## config.mk

```make
export PLATFORM = sky130hd
export DESIGN_NAME = reg_scoreboard
export DESIGN_NICKNAME = d
export VERILOG_FILES = /design/src/rtl/reg_scoreboard.sv
export SDC_FILE = /design/constraint.sdc
export NUM_CORES = 1
export LEC_CHECK = 0
export BUFFER_PORTS_ARGS = -buffer_cell sky130_fd_sc_hd__buf_4
export CAP_MARGIN = 20
export CELL_PAD_IN_SITES_DETAIL_PLACEMENT = 0
export CELL_PAD_IN_SITES_GLOBAL_PLACEMENT = 1
export CORE_MARGIN = 2
export CORE_UTILIZATION = 47
export CTS_CLUSTER_DIAMETER = 200
export DETAILED_ROUTE_END_ITERATION = 10
export GPL_TIMING_DRIVEN = 1
export HOLD_SLACK_MARGIN = 0.03
export PLACE_DENSITY_LB_ADDON = 0.05
export SKIP_LAST_GASP = 1
export SYNTH_ARGS = -nofsm -noshare
export SYNTH_HDL_FRONTEND = slang
export SYNTH_SLANG_ARGS = --single-unit
```

## constraint.sdc

```tcl
create_clock -name clk -period 7.3 [get_ports clk]
set_clock_uncertainty 0.15 [all_clocks]
set_input_delay 0.365 -clock clk [delete_from_list [all_inputs] [get_ports clk]]
set_output_delay 0.365 -clock clk [all_outputs]
set_load 0.01 [all_outputs]
```

## src/rtl/reg_scoreboard.sv

```systemverilog
// reg_scoreboard: per-register count of in-flight writers. Stall is derived
// from the counts, so the block is independent of pipeline depth and memory
// latency. Counts move up on issue and down on writeback or squash.
module reg_scoreboard #(
  parameter int NUM_REGS    = 16,
  parameter int REG_ADDR_W  = 4,
  parameter int MAX_PENDING = 3,
  parameter int WB_BYPASS   = 1,
  localparam int CNT_W      = $clog2(MAX_PENDING + 1)
) (
  input  logic                  clk,
  input  logic                  rst,
  input  logic                  issue_valid,
  input  logic                  issue_wb_en,
  input  logic [REG_ADDR_W-1:0] issue_dst,
  input  logic [REG_ADDR_W-1:0] src1,
  input  logic [REG_ADDR_W-1:0] src2,
  input  logic                  has_src1,
  input  logic                  has_src2,
  input  logic                  wb_valid,
  input  logic [REG_ADDR_W-1:0] wb_dst,
  input  logic                  cancel_valid,
  input  logic [REG_ADDR_W-1:0] cancel_dst,
  output logic                  stall,
  output logic                  issue_fire,
  output logic                  pending_any,
  output logic                  underflow_err
);

  logic [CNT_W-1:0] cnt_q [NUM_REGS];
  logic [CNT_W-1:0] cnt_d [NUM_REGS];
  logic             pending_q;
  logic             pending_d;
  logic             underflow_q;
  logic             underflow_d;
  logic             hazard_s;
  logic             sat_s;
  logic             stall_s;
  logic             fire_s;

  // True when a single source read of register r must wait. A count of one
  // can be released by a same-cycle writeback only with a write-first file.
  function automatic logic src_blocked(input logic [CNT_W-1:0] cnt,
                                       input logic             wb_hit);
    logic blk;
    if (int'(cnt) >= 2) begin
      blk = 1'b1;
    end else if (int'(cnt) == 1) begin
      blk = !((WB_BYPASS != 0) && wb_hit);
    end else begin
      blk = 1'b0;
    end
    return blk;
  endfunction

  // Hazard and saturation detection from registered counts; addresses
  // beyond NUM_REGS never match a loop index and so never stall.
  always_comb begin
    hazard_s = 1'b0;
    sat_s    = 1'b0;
    for (int r = 0; r < NUM_REGS; r++) begin
      if (has_src1 && (src1 == REG_ADDR_W'(r))) begin
        hazard_s = hazard_s | src_blocked(cnt_q[r], wb_valid && (wb_dst == REG_ADDR_W'(r)));
      end else begin
        hazard_s = hazard_s;
      end
      if (has_src2 && (src2 == REG_ADDR_W'(r))) begin
        hazard_s = hazard_s | src_blocked(cnt_q[r], wb_valid && (wb_dst == REG_ADDR_W'(r)));
      end else begin
        hazard_s = hazard_s;
      end
      if (issue_wb_en && (issue_dst == REG_ADDR_W'(r)) && (int'(cnt_q[r]) == MAX_PENDING)) begin
        sat_s = 1'b1;
      end else begin
        sat_s = sat_s;
      end
    end
    stall_s = issue_valid & (hazard_s | sat_s);
    fire_s  = issue_valid & ~stall_s;
  end

  // Net count update per register; decrements below zero clamp and flag.
  always_comb begin
    underflow_d = underflow_q;
    pending_d   = 1'b0;
    for (int r = 0; r < NUM_REGS; r++) begin
      int sum;
      sum = int'(cnt_q[r]);
      if (fire_s && issue_wb_en && (issue_dst == REG_ADDR_W'(r))) begin
        sum = sum + 1;
      end else begin
        sum = sum;
      end
      if (wb_valid && (wb_dst == REG_ADDR_W'(r))) begin
        sum = sum - 1;
      end else begin
        sum = sum;
      end
      if (cancel_valid && (cancel_dst == REG_ADDR_W'(r))) begin
        sum = sum - 1;
      end else begin
        sum = sum;
      end
      if (sum < 0) begin
        cnt_d[r]    = '0;
        underflow_d = 1'b1;
      end else begin
        cnt_d[r] = CNT_W'(sum);
      end
      pending_d = pending_d | (cnt_d[r] != '0);
    end
  end

  // State registers; reset clears every count and the sticky error.
  always_ff @(posedge clk) begin
    if (rst) begin
      for (int r = 0; r < NUM_REGS; r++) begin
        cnt_q[r] <= '0;
      end
      pending_q   <= 1'b0;
      underflow_q <= 1'b0;
    end else begin
      for (int r = 0; r < NUM_REGS; r++) begin
        cnt_q[r] <= cnt_d[r];
      end
      pending_q   <= pending_d;
      underflow_q <= underflow_d;
    end
  end

  assign stall         = stall_s;
  assign issue_fire    = fire_s;
  assign pending_any   = pending_q;
  assign underflow_err = underflow_q;

endmodule

```

### Yosys cells after proc, flatten, opt, wreduce, memory -nomap -nowiden

Memory sizes are Yosys's and may differ from the RTL's.
Index checks and enable logic that the tools add are counted.
W data, S select, Z words.

* flip-flop bits (word level): 2
* bits in latches: 0
* memory bits (writable): 32
* ROM bits: 0
* input bits: 28
* memories: 1

* $add $sub $neg: 48
* $mul: 0
* divide/modulo/power cells: 0
* $lt $le $gt $ge: 32
* equality and inequality tests: 107
* shift-type cells: 0
* muxes and demuxes: 210
* bitwise logic cells: 66
* reduce and logical (&&, ||, !) cells: 151

Memory list
* cnt_q: depth 16, bits a word 2, rd ports 16, clocked after Yosys merged registers in 0, write ports 16, line 30 `logic [CNT_W-1:0] cnt_q [NUM_REGS];`

Operators with widths (count)
* $mux W32: 32
* $sub A32 B2 Y32 const B: 32
* $lt A32 B1 Y1 const B: 16
* $eq A4 B4 Y1 const B: 40
* $mux W1: 130
* $logic_and A1 B1 Y1: 113
* $eq A4 B3 Y1 const B: 20
* $mux W2: 32
* $or A1 B1 Y1: 63
* $add A2 B1 Y3 const B: 16
* $mux W3: 16
* $eq A4 B2 Y1 const B: 10
* $eq A2 B1 Y1 const B: 16
* $eq A2 B2 Y1 const B: 16
* $ge A2 B2 Y1 const B: 16
* $reduce_bool A2 Y1: 16
* $eq A4 B1 Y1 const B: 5
* $logic_not A4 Y1: 5
* $logic_not A1 Y1: 16
* $reduce_bool A16 Y1: 1
* $and A1 B1 Y1: 2
* $not A1 Y1: 1

### Logic depth before layout (Yosys ltp)

* depth in word-level cells: 97
* depth in mapped cells: 25
* gate-level depth less buffers: 23

### Worst setup path after synthesis

No wires, ideal clock.

* path type: register -> register
* from: memory cnt_q[1][12] (netlist bit)
* to: register pending_q, in the netlist pending_any
* setup time: 145 ps
* arrival time: 4970 ps
* data required time: 7005 ps
* path slack: 2036 ps
* cell stages (with the launch flop): 22
* buffers on the path: 1
* path through: dfxtp_1 > inv_1 > ha_1 > or4_1 > a32o_1 > or4_4 > buf_6 > a2111oi_2 > xnor2_1 > ha_1 > ha_1 > nor2b_1 > nand2_1 > nand3_1 > o21ai_0 > mux2i_1 > mux2i_1 > nor3_1 > nand4_1 > or4_1 > nor4b_1 > a41oi_1

RTL lines
* start, declared: line 30
* end signal, assigned: line 126 `pending_q <= pending_d;`
* end, declared: line 32 `logic pending_q;`

==> flow_metrics.py <==
metrics = {
    "run_status": {
        "status": "complete, no violations",
    },
    "sta": {
        "rsz0062_at_grt": "false",
        "hold_ws_ps": 341,
        "worst_pin_slew_ps": 1020,
        "drv_slew": 0,
        "fin_tns_setup_ps": 0,
        "hold_viol": 0,
        "fmax_ghz": 0.151,
        "timing.final.crit_share_pct": 90.5,
        "period_minus_slack_ps": 6600,
        "setup_viol": 0,
        "max_slew_margin_pct": 31.2,
    },
    "power_and_ir_drop": {
        "swShare_pct": 36.6,
        "p_int_uw": 434,
        "comb_power_share_pct": 33.5,
        "seq_power_share_pct": 29.6,
        "clock_power_share_pct": 36.9,
        "powerDensity_nw_per_um2": 97.3,
        "ir_worst_vdd_v": 0.0000700,
        "switchingPower_uw": 251,
        "leakage_uw": 0.00268,
    },
    "cells_and_area": {
        "final_nets": 1028,
        "drive_gt1_share_pct": 9.12,
        "n_antenna_cell": 0,
        "fillCellCount": 1335,
        "area_delta_synth_final_pct": 9.00,
        "final_area_um2": 7050,
    },
    "clocking": {
        "htree_levels": 2,
        "clockBufferDepth": 2,
        "hold_buffers": 0,
        "cts_tree": "built",
        "numCtsBuffers": 5,
        "cts_resized": 0,
        "path_clk_slew_ps": 60,
        "clock-sinks": 34,
        "root_buffer": "clkbuf_16",
        "cts_setup_buffers": 0,
        "clk_latency_ps": 300,
    },
    "logic_synthesis": {
        "syn_inst": 890,
        "synth_ff_type": "dfxtp_1",
        "synth_top_area_share_pct": 15.5,
        "syn_area_um2": 6460,
        "synth_top_family_by_area": "simple AND/OR/NAND/NOR gates",
        "ys_ff_latch": 34,
        "yosys.area_share.simple_pct": 36.2,
        "synth_xor_area_share_pct": 5.83,
        "async_flop_share_pct": 0,
        "yosysWarnings": 0,
        "synth-seq-area-share_pct": 10.5,
        "synthMuxAreaShare_pct": 4.97,
        "synth_top_cell_by_area": "ha_1",
        "synth_compound_area_share_pct": 22.5,
        "syn-mean-instance-area_um2": 7.26,
        "synth-edff-count": 0,
        "ys_types": 93,
        "synth-adder-area-share_pct": 15.5,
        "synth_area_leaders": "ha_1 (15%), dfxtp_1 (11%), nor2_1 (5.9%)",
    },
    "worst_hold_path": {
        "holdPathEnd": "cnt_q[0][15]",
        "hold_depth": 2,
        "hold_path.class": "in2reg",
        "hold_start": "rst",
    },
    "flow_run": {
        "max_cap_violations": 0,
    },
    "placed_design": {
        "finalWeightedCongestion": 0.984,
        "dp_hpwl_mm": 18.4,
        "postPlaceCellArea_um2": 6880,
        "portBuffers": 31,
    },
    "setup_path": {
        "setup.worst_path.start_class": "flip-flop",
        "slowest_stage": "or4bb_1",
        "reg2reg_from": "cnt_q[0][12]",
        "cp.required_ps": 7280,
        "r2r_slack_ps": 700,
        "reg2reg_to": "pending_any",
        "critPathTopFamily": "simple AND/OR/NAND/NOR gates",
        "end_kind": "flip-flop",
        "crit_fanout": 11,
        "critPathBufInv": 1,
        "cpPeakStageDelay_ps": 680,
        "worst_path_most_repeated_cell": "ha_1",
        "path_class": "reg2reg",
        "cp_cell_sequence": "inv_1 -> ha_1 -> nor3_1 -> a31oi_1 -> a22oi_1 -> or4bb_1 -> nor3_2 -> nand3_1 -> xnor2_1 -> ha_1 -> ha_1 -> nand2b_1 -> nand2_1 -> nand3_1 -> o21ai_0 -> mux2i_1 -> a311oi_1 -> nand4_1 -> or4_1 -> nor4b_1 -> a41oi_1",
        "worstRegToRegCells": 21,
        "crit_arrival_ps": 6580,
    },
    "route": {
        "routed_via_density": 6.42,
        "wl_per_cell_um": 20.8,
        "drt-initial-drc-count": 775,
        "wirelength_mm": 22.8,
        "dr.pass1.iters": 7,
        "antenna_left": 0,
        "drc": 0,
        "vias": 7042,
    },
    "grt": {
        "grt_pass1_vias": 6340,
        "grt_max_degree": 34,
        "grt_usage_pct": 30.8,
        "grt_pass1_wl_mm": 35.3,
        "antenna_found_initial": 0,
        "grt.overflow.total": 0,
    },
    "die": {
        "core-area_um2": 13300,
        "die_h_um": 121,
        "dieArea_um2": 14700,
        "initial_core_util_pct": 48.4,
        "ios": 32,
        "rows": 42,
        "die_w_um": 121,
    },
}
## flip-flops by register name, indices dropped and copies added, names as in the netlist
signal and cells:
cnt_q 32, underflow_err 1, pending_any 1
## layout make-up
class	count	area [µm²]	area share, %
Inverter	46	173	2.45
Multi-Input combinational cell	799	5550	78.8
Tap cell	176	220	3.13
Sequential cell	34	681	9.66
Timing Repair Buffer	34	255	3.62
Clock buffer	8	166	2.36
## power groups by stage
stage	Clock, µW	Combinational, µW	Sequential [µW]
2_1_floorplan	0	153	203
3_3_place_gp	0	219	206
3_5_place_dp	0	224	206
4_1_cts	256	225	202
5_1_grt	262	251	204
6_report	253	230	203
## logic make-up after synthesis
family          Yosys count
mux                      31
simple gates            424
compound gates          208
buf+inv                  72
xor+xnor                 40
other cells               1
flops                    34
fa+ha+maj                80
## metal layers
layer | vias to the layer above | global-route usage [%] | wire length, µm | share of wire (%)
li1 | 3357 | - | - | -
met1 | 3340 | 42.2 | 10100 | 44
met2 | 312 | 49.5 | 10300 | 45
met3 | 33 | 5.78 | 1860 | 8.1
met4 | 0 | 8.62 | 544 | 2.4
met5 | - | 0 | 0 | 0
## cells in the final DEF, fill, tap and decap left out, drive strengths merged, types with 10 or more instances in the layout
master and instances:
a211oi 12, a21oi 44, a31oi 11, and2 10
and3 11, buf 34, conb 16, dfxtp 34
ha 80, inv 46, mux2i 25, nand2 80
nand2b 19, nand3 39, nand3b 11, nor2 101
nor2b 25, nor3 51, nor4 17, o21ai 36
o22ai 13, o31ai 10, xnor2 32
## synthesized netlist by cell type (4+ instances only)
library cell  count
nor2_1          101
a211oi_1         12
nand4b_1          6
or4_1             5
inv_1            45
xnor2_1          30
clkbuf_1         20
a31oi_1          11
a21oi_1          44
a311oi_1          7
o31ai_1          10
or3_1             9
a2111oi_0         4
o32ai_1           4
and3b_1           6
nand4_1           9
and3_1           11
a21o_1            4
o22ai_1          13
o21ai_0          30
nand3_1          36
mux2i_1          24
or2_2             8
ha_1             80
o211ai_1          8
o21a_1            4
mux2_2            6
and2_1            9
nor4_1           11
o22a_1            7
nand3b_1         10
nand2_1          79
xor2_1            8
dfxtp_1          34
nor3_1           49
nand2b_1         19
nor4_4            4
o21ai_1           6
nor2b_1          25
o41ai_1           4
## stage by stage
| stage | instances | util [%] | total power, µW | worst slack, ps |
|---|---|---|---|---|
| floorplan | 905 | - | 357 | 2040 |
| global placement | 1089 | 51.5 | 425 | 957 |
| detailed placement | 1089 | 51.5 | 430 | 847 |
| CTS | 1097 | 52.8 | 684 | 812 |
| global route | 1097 | 52.8 | 717 | 278 |
| finish | 1097 | 52.8 | 685 | 697 |
## how the worst max path moves through the flow
stage	from	slack, ps	end	cells after the start
5_1_grt	cnt_q[0][12]	280	pending_any	22
3_5_place_dp	cnt_q[0][12]	850	pending_any	21
6_report	cnt_q[0][12]	700	pending_any	21
3_3_place_gp	wb_dst[2]	960	pending_any	20
2_1_floorplan	cnt_q[1][12]	2040	pending_any	21
4_1_cts	cnt_q[0][12]	810	pending_any	21
Note: power is estimated with default switching activity, not from simulation.
